File: config.mk
export PLATFORM = sky130hd
export DESIGN_NAME = sfp_port_manager
export DESIGN_NICKNAME = d
export VERILOG_FILES = /design/src/rtl/sfp_pkg.sv /design/src/rtl/sfp_debounce.sv /design/src/rtl/sfp_port_manager.sv
export SDC_FILE = /design/constraint.sdc
export NUM_CORES = 1
export LEC_CHECK = 0
export BUFFER_PORTS_ARGS = -buffer_cell sky130_fd_sc_hd__buf_2
export CAP_MARGIN = 20
export CORE_UTILIZATION = 27
export CTS_CLUSTER_SIZE = 16
export DETAILED_ROUTE_END_ITERATION = 7
export HOLD_SLACK_MARGIN = 0.06
export PLACE_DENSITY = 0.46
export RECOVER_POWER = 50
export SYNTH_ARGS = -nofsm -noshare
export SYNTH_HDL_FRONTEND = slang
export SYNTH_SLANG_ARGS = --single-unit
File: constraint.sdc
create_clock -name clk -period 1.9 [get_ports clk]
set_input_delay 0.38 -clock clk [delete_from_list [all_inputs] [get_ports clk]]
set_output_delay 0.38 -clock clk [all_outputs]
set_load 0.1 [all_outputs]
File: src/rtl/sfp_pkg.sv
// Shared state encoding and sticky-event bit positions for the SFP cage supervisor.
package sfp_pkg;

   localparam int ST_W = 3;

   typedef enum logic [ST_W-1:0] {
      ST_ABSENT   = 3'd0,
      ST_DISABLED = 3'd1,
      ST_INIT     = 3'd2,
      ST_UP       = 3'd3,
      ST_FRESET   = 3'd4,
      ST_LOCKED   = 3'd5
   } sfp_state_t;

   // event_sticky bit positions within one cage's 3-bit field
   localparam int EV_INS = 0;
   localparam int EV_LOS = 1;
   localparam int EV_FLT = 2;

   // debounced input bit positions within one cage's 3-bit field
   localparam int DB_DET = 0;
   localparam int DB_LOS = 1;
   localparam int DB_FLT = 2;

   // transmitter is only allowed on while initialising or up
   function automatic logic tx_off(input sfp_state_t st);
      return !(st == ST_INIT || st == ST_UP);
   endfunction

endpackage

File: src/rtl/sfp_debounce.sv
// Two-flop synchroniser plus per-bit debounce for one cage's {fault, los, detect} pins.
module sfp_debounce #(
   parameter int               WIDTH   = 3,
   parameter int               CYC     = 4,
   parameter logic [WIDTH-1:0] RST_VAL = '0
) (
   input  logic             clk,
   input  logic             rst_n,
   input  logic [WIDTH-1:0] din,
   output logic [WIDTH-1:0] dout
);

   localparam int CW = $clog2(CYC + 1);

   logic [WIDTH-1:0]         s1, s2;
   logic [WIDTH-1:0][CW-1:0] cnt;

   // sync the async pins, then let each bit follow only after CYC equal samples in a row
   always_ff @(posedge clk) begin
      if (!rst_n) begin
         s1   <= RST_VAL;
         s2   <= RST_VAL;
         dout <= RST_VAL;
         cnt  <= '0;
      end else begin
         s1 <= din;
         s2 <= s1;
         for (int i = 0; i < WIDTH; i++) begin
            if (s2[i] == dout[i]) begin
               cnt[i] <= '0;
            end else if (cnt[i] == CW'(CYC - 1)) begin
               dout[i] <= s2[i];
               cnt[i]  <= '0;
            end else begin
               cnt[i] <= cnt[i] + 1'b1;
            end
         end
      end
   end

endmodule

File: src/rtl/sfp_port_manager.sv
// Multi-cage SFP supervisor: debounced status, TX_DISABLE FSM with bounded fault recovery.
module sfp_port_manager
   import sfp_pkg::*;
#(
   parameter int CHANNELS     = 2,
   parameter int DEBOUNCE_CYC = 1_000_000,
   parameter int INIT_CYC     = 30_000_000,
   parameter int FRESET_CYC   = 2_000,
   parameter int MAX_RETRY    = 3
) (
   input  logic                     clk,
   input  logic                     rst_n,
   input  logic [CHANNELS-1:0]      sfp_detect,
   input  logic [CHANNELS-1:0]      sfp_los,
   input  logic [CHANNELS-1:0]      sfp_fault,
   input  logic [CHANNELS-1:0]      tx_enable,
   input  logic [CHANNELS-1:0]      fault_clear,
   input  logic [CHANNELS-1:0]      event_clear,
   output logic [CHANNELS-1:0]      sfp_disable,
   output logic [CHANNELS-1:0]      led_present,
   output logic [CHANNELS-1:0]      led_link,
   output logic [ST_W*CHANNELS-1:0] state,
   output logic [3*CHANNELS-1:0]    event_sticky,
   output logic [CHANNELS-1:0]      locked
);

   localparam int TMR_MAX = (INIT_CYC > FRESET_CYC) ? INIT_CYC : FRESET_CYC;
   localparam int TW      = $clog2(TMR_MAX + 1);
   localparam int RW      = $clog2(MAX_RETRY + 1);

   for (genvar ch = 0; ch < CHANNELS; ch++) begin : g_ch
      logic [2:0]    db, db_prev_q;
      logic          det, los, flt;
      sfp_state_t    st_q, st_d;
      logic [TW-1:0] tmr_q, tmr_d;
      logic [RW-1:0] rty_q, rty_d, rty_inc;
      logic          drop_q, drop_d;
      logic [2:0]    ev_q, ev_d;
      logic          dis_q, pres_q, link_q, lock_q;

      // debounced detect/los reset to "absent, no light", fault to idle
      sfp_debounce #(.WIDTH(3), .CYC(DEBOUNCE_CYC), .RST_VAL(3'b011)) u_db (
         .clk   (clk),
         .rst_n (rst_n),
         .din   ({sfp_fault[ch], sfp_los[ch], sfp_detect[ch]}),
         .dout  (db)
      );

      assign det     = db[DB_DET];
      assign los     = db[DB_LOS];
      assign flt     = db[DB_FLT];
      assign rty_inc = (rty_q == RW'(MAX_RETRY)) ? rty_q : rty_q + 1'b1;

      // next-state logic; a removed module wins over everything else
      always_comb begin
         st_d   = st_q;
         tmr_d  = tmr_q;
         rty_d  = rty_q;
         drop_d = drop_q;
         if (det) begin
            st_d  = ST_ABSENT;
            rty_d = '0;
            tmr_d = '0;
         end else begin
            case (st_q)
               ST_ABSENT:   st_d = ST_DISABLED;
               ST_DISABLED: if (tx_enable[ch]) begin
                  st_d  = ST_INIT;
                  tmr_d = '0;
               end
               ST_INIT: begin
                  if (!tx_enable[ch]) begin
                     st_d = ST_DISABLED;
                  end else if (tmr_q == TW'(INIT_CYC - 1)) begin
                     if (flt) begin
                        st_d   = ST_FRESET;
                        tmr_d  = '0;
                        rty_d  = rty_inc;
                        drop_d = 1'b0;
                     end else begin
                        st_d  = ST_UP;
                        rty_d = '0;
                     end
                  end else begin
                     tmr_d = tmr_q + 1'b1;
                  end
               end
               ST_UP: begin
                  if (flt) begin
                     st_d   = ST_FRESET;
                     tmr_d  = '0;
                     rty_d  = rty_inc;
                     drop_d = 1'b0;
                  end else if (!tx_enable[ch]) begin
                     st_d = ST_DISABLED;
                  end
               end
               ST_FRESET: begin
                  // a user disable seen at any point is honoured once the pulse completes
                  drop_d = drop_q | ~tx_enable[ch];
                  if (tmr_q == TW'(FRESET_CYC - 1)) begin
                     tmr_d = '0;
                     if (drop_d)                       st_d = ST_DISABLED;
                     else if (rty_q < RW'(MAX_RETRY))  st_d = ST_INIT;
                     else                              st_d = ST_LOCKED;
                  end else begin
                     tmr_d = tmr_q + 1'b1;
                  end
               end
               ST_LOCKED: if (fault_clear[ch]) begin
                  st_d  = ST_DISABLED;
                  rty_d = '0;
               end
               default: st_d = ST_ABSENT;
            endcase
         end
      end

      // sticky events: a new edge beats a same-cycle clear
      always_comb begin
         ev_d = event_clear[ch] ? 3'b000 : ev_q;
         if (det != db_prev_q[DB_DET])                ev_d[EV_INS] = 1'b1;
         if (los && !db_prev_q[DB_LOS] && !det)       ev_d[EV_LOS] = 1'b1;
         if (flt && !db_prev_q[DB_FLT])               ev_d[EV_FLT] = 1'b1;
      end

      // state, timers and registered outputs, all aligned to the state register
      always_ff @(posedge clk) begin
         if (!rst_n) begin
            st_q      <= ST_ABSENT;
            tmr_q     <= '0;
            rty_q     <= '0;
            drop_q    <= 1'b0;
            db_prev_q <= 3'b011;
            ev_q      <= '0;
            dis_q     <= 1'b1;
            pres_q    <= 1'b0;
            link_q    <= 1'b0;
            lock_q    <= 1'b0;
         end else begin
            st_q      <= st_d;
            tmr_q     <= tmr_d;
            rty_q     <= rty_d;
            drop_q    <= drop_d;
            db_prev_q <= db;
            ev_q      <= ev_d;
            dis_q     <= tx_off(st_d);
            pres_q    <= !det;
            link_q    <= (st_d == ST_UP) && !los;
            lock_q    <= (st_d == ST_LOCKED);
         end
      end

      assign sfp_disable[ch]             = dis_q;
      assign led_present[ch]             = pres_q;
      assign led_link[ch]                = link_q;
      assign locked[ch]                  = lock_q;
      assign state[ST_W*ch +: ST_W]      = st_q;
      assign event_sticky[3*ch +: 3]     = ev_q;
   end

endmodule

Yosys cells after proc, flatten, opt, wreduce, memory -nomap -nowiden --
Index checks and enable logic that the tools add are counted.
Storage, ports and cells: bits in registers 220, input port bits 14, output and inout port bits 20, logic and storage cells 231
Operators by class: add/subtract/negate cells 10, order comparisons 2, mux-type cells 66, bitwise operators 13, eq/ne operators 46, reduce and logical (&&, ||, !) cells 54
Operators by type and width (count):
- $mux 25 | 10
- $pmux 25 s4 | 2
- $add 20x1->20 const B | 6
- $eq 20x20->1 const B | 6
- $mux 3 | 24
- $add 25x1->25 const B | 2
- $eq 25x11->1 const B | 2
- $eq 25x25->1 const B | 2
- $pmux 3 s6 | 2
- $eq 3x2->1 const B | 8
- $mux 2 | 12
- $eq 3x3->1 const B | 6
- $reduce_or 3->1 | 6
- $ne 2x2->1 const B | 8
- $mux 1 | 12
- $pmux 2 s3 | 2
- $reduce_and 2->1 | 6
- $reduce_bool 2->1 | 6
- $reduce_bool 3->1 | 4
- $not 1->1 | 11
- $logic_not 1->1 | 10
- $reduce_and 5->1 | 2
- $logic_and 1x1->1 | 8
- $reduce_and 4->1 | 2
- other kinds (14) | 32

Depth between registers and ports, before layout --
word-level depth 9, gate-level depth with buffers 9, gate-level depth less buffers 7

Cells and area by module --
Synthesis repeated with hierarchy kept, for this count alone.
Second synthesis, totals: cell total of the unflattened synthesis 1286, area total of the unflattened synthesis 10891.7 µm²
By module, submodules not included:
- sfp_debounce | cells each 334, area each 3050.4 µm², sequential area each 1381.3 µm², instances 2
- sfp_port_manager | cells each 618, area each 4790.8 µm², sequential area each 1641.6 µm², instances 1

Worst setup path after synthesis --
No wires, ideal clock.
kind register to register, start point register g_ch[0].st_q[2], end point register g_ch[0].tmr_q[12], period minus slack after synthesis 2.610 ns, buffers on the path 2, cell stages (with the launch flop) 9, setup time 0.072 ns, slack -0.710 ns, data required time 1.828 ns, arrival time 2.538 ns, cell sequence dfxtp_1 buf_2 or3b_2 o21ai_2 nand2_1 a21oi_2 buf_4 a21oi_1 mux2i_1
On the way: longest elaborated chain between the ends 3, elaborated cells between the ends (all ways) 9, those cells by class eq/ne: 6; mux: 1; reduce/logical: 2
RTL lines:
- start: declaration | line sfp_port_manager.sv:34 | sfp_state_t st_q, st_d;
- start signal: assignment | line sfp_port_manager.sv:141 | st_q <= st_d;
- $eq 3x3->1 (tied with other cells) | line sfp_port_manager.sv:65 | case (st_q)
- $reduce_bool 4->1 (no source line) or $ne 2x2->1 (tied branches)
- $reduce_and 3->1 (no source line)
- end signal: assignment | line sfp_port_manager.sv:142 | tmr_q <= tmr_d;
- end: declaration | line sfp_port_manager.sv:35 | logic [TW-1:0] tmr_q, tmr_d;
Parallel ways exist; a longest one is shown, timed or not. A chain may end at the register's enable or synchronous reset.

Worst setup path after layout --
start point register g_ch[0].tmr_q[20], end point register g_ch[0].lock_q
On the way: longest elaborated chain between the ends 6, elaborated cells between the ends (all ways) 8, those cells by class eq/ne: 3; mux: 5
RTL lines:
- $eq 25x25->1 | line sfp_port_manager.sv:74 | end else if (tmr_q == TW'(INIT_CYC - 1)) begin
- $mux 3 | line sfp_port_manager.sv:74
- $mux 3 | line sfp_port_manager.sv:72 | if (!tx_enable[ch]) begin
- $pmux 3 s6 (*) | line sfp_port_manager.sv:65
- $mux 3 (*) | line sfp_port_manager.sv:60 | if (det) begin
- $eq 3x3->1 (*) | line sfp_port_manager.sv:150 | lock_q <= (st_d == ST_LOCKED);
- end signal: assignment | line sfp_port_manager.sv:150
- end: declaration | line sfp_port_manager.sv:39 | logic dis_q, pres_q, link_q, lock_q;
Mark *: on every way between the ends. The rest lies on a longest branch, timed or not.

==> qor.csv <==
metric;value;unit
TritonCTS Buffers;27;
Core ar.;38650;sq um
DR iter-0 viols;435;
origin of the critical flop-to-flop path;g_ch[0].tmr_q[20];
CTS root buf;clkbuf_16;
share of cells above drive strength 1;0.3031;
status;finished with violations;
vias in the first global route;9103;
warnings from Yosys;0;
maxcap violations;0;
first-pass GRT wire length;45900;microns
worst vdd ir;0.6306;mV
RR Endpoint;g_ch[0].lock_q;
pwr dens;697.9;nW/um^2
# IOs;34;
Slew HR;0.2742;
post-route clock skew;0.01170;ns
Worst Tran Pin Value;1.089;ns
CP max FO;6;
antenna violations before repair;0;
Final Util;0.3823;
pre-CTS WS;-0.1510;ns
Chip Width;199.8;microns
Slew Limit Fails;0;
Max Root-Sink Buffers;3;
Final Hold Viols;0;
Tmin final;2.018;ns
Setup violations, final;36;
Synth cell types;81;
CP Class;reg -> reg;
Placed Cells;1935;
WHS Endpoint;g_ch[1].u_db.dout[0];
Synth top cells by count;dfxtp_1, nor2_1, nand2_1;
Synth Area per Inst;8.351;sq um
DR vias/cell;4.681;
reg2reg setup slack;-0.12;ns
Synth Cell Area;10560;sq um
Port Buffers;33;
synthesized flop and latch total;220;
filler instances;3914;
DRT Wirelength;28000;microns
Vias;9437;
crit path max-delay cell type;dfxtp_4;
fin cells;2016;
number of detailed-route iterations in the first pass;5;
crit share post-route;1.062;
Min Hold Slack;0.1214;ns
H-Tree Depth;1;
Global Route Usage Sum;0.1402;
Antenna Cells;0;
top post-synthesis cells by area;dfxtp_1, nor2_1, xor2_1;
Sink Count;220;
clock slew at reported path FFs;0.06;ns
number of synthesized flops with an enable pin;0;
Hold Path Origin;rst_n;
synthesized instance count;1265;
area delta synth->final;39.84;%
total global routing overflow;0;
placer congestion estimate;0.8262;
sequential share of the synthesized area;0.4169;
syn_nets;1287;
Worst path max stage delay;0.35;ns
LEAKAGE;5.414;nW
crit start category;register;
Synth Flop Type;dfxtp_1;
Chip Height;199.8;microns
most frequent cell after synthesis;dfxtp_1;
Hold Crit Class;in -> reg;
critical path arrival;2.47;ns
Initial Util;0.2733;
Worst Reg2Reg Path Length in Cells;6;
setup ws final;-0.1175;ns
worst path required time;2.35;ns
worst hold path stage count;2;
asr flop ratio synth;0;
crit-path cells;nor4_4 -> nand4b_4 -> o21ba_4 -> a311o_1 -> a21o_1 -> a2111oi_4;
Antenna Nets Post-Route;0;
post-synth top area share;0.4169;
leading area contributor after synthesis;dfxtp_1;
pin count of the biggest net entering global routing;23;
CTS tree;yes;
Worst setup EP type;register;
DPL Wire Length;19070;microns
routed length per placed instance;13.89;microns
Row Count;72;
Clock Latency Late Sink;0.55;ns
final-stage net count;1499;
Max Fclk;0.4957;GHz
Crit. Startpoint;g_ch[0].tmr_q[20];
RSZ-0062 raised after global routing;yes;
# DRC;0;
failing checks;negative setup slack;
full die area;39920;sq um
## worst max-delay path by stage
| stage | end | depth (start not counted) |
|---|---|---|
| floorplan | g_ch[0].lock_q | 8 |
| global placement | g_ch[1].tmr_q[14] | 9 |
| detailed placement | g_ch[1].tmr_q[14] | 9 |
| CTS | g_ch[0].lock_q | 6 |
| global route | g_ch[0].lock_q | 6 |
| finish | g_ch[0].lock_q | 6 |
## metrics by stage
stage | total power, mW | setup TNS, ns | area [sq um]
6_report | 10.31 | -1.453 | 14770
5_1_grt | 10.72 | -5.458 | 14770
4_1_cts | 10.52 | -0.7030 | 14130
3_5_place_dp | 4.841 | -3.353 | 12650
3_3_place_gp | 4.840 | -1.754 | 12650
2_1_floorplan | 4.783 | -0.2203 | 10710
## critical path, delay by kind of cell (launching register included)
kind | cells | cell delay (ns)
AO/OA/AOI/OAI | 4 | 1.01
AND/OR/NAND/NOR | 2 | 0.55
flip-flops | 1 | 0.35
## registers in the layout (all words and copies together) (netlist names)
register,count
g_ch.db_prev_q,6
g_ch.dis_q,2
g_ch.drop_q,2
g_ch.ev_q,6
g_ch.link_q,2
g_ch.lock_q,2
g_ch.pres_q,2
g_ch.rty_q,4
g_ch.st_q,6
g_ch.tmr_q,50
g_ch.u_db.cnt,120
g_ch.u_db.dout,6
g_ch.u_db.s1,6
g_ch.u_db.s2,6
## kinds of logic (layout without fill, tap and decap cells)
logic type | count (synthesis) | after routing | synth area share
and+or+nand+nor | 617 | 617 | 0.2969
AOI/OAI and AO/OA | 198 | 199 | 0.1283
xor gates and xnor gates | 115 | 115 | 0.09535
muxes | 13 | 13 | 0.01256
adders and majority gates | 10 | 10 | 0.01137
DFF | 220 | 220 | 0.4169
buffers and inverters | 92 | 324 | 0.03861
## timing repair
| item | in CTS | in global routing |
|---|---|---|
| hold buffers | 6 | 0 |
| pin swaps | 31 | 50 |
| cloned | 1 | 4 |
| gates resized for setup | 82 | 121 |
| buffers inserted | 9 | 14 |
| hold endpoints to repair | 6 | 0 |
| endpoints found under the setup margin | 71 | 119 |
## power breakdown
part | total, mW | leakage (nW) | internal, mW | switching (mW)
combinational | 0.128 | 3.15 | 0.0574 | 0.0706
sequential | 4.62 | 1.79 | 4.61 | 0.00841
clock | 5.56 | 0.475 | 3.47 | 2.09
## cells in the final DEF, fill, tap and decap left out, drive strengths merged, types with 11 or more instances in the layout
cell	count
a22oi	14
nor4	17
mux2i	11
clkbuf	45
xnor2	45
nor4b	12
nand4	32
nor2b	12
dfxtp	220
nand3	75
and4	12
and2	19
a21o	11
nor3	31
nand2	120
and3	30
a21oi	56
inv	33
nand2b	23
nor2	198
xor2	70
o21ai	39
buf	230
a211oi	11
## layout make-up
cell class                 count  area [sq um]  share of cell area
clock inverter                12         173.9             0.01177
multi-input combinational    954          6565              0.4444
inverter                      31         116.4            0.007877
clock buffer                  38         798.3             0.05404
timing repair buffer         243          2006              0.1358
tap                          518         648.1             0.04387
sequential                   220          4466              0.3023
## layer usage
metal  vias to the layer above  routed length (microns)  global-route usage
li1                       4858                        -                   -
met1                      4403                    13650              0.1875
met2                       127                    12780              0.2323
met3                        49                      863             0.02235
met4                         0                      714             0.03930
met5                         -                        0                   0
Note: power is estimated with default switching activity, not from simulation.
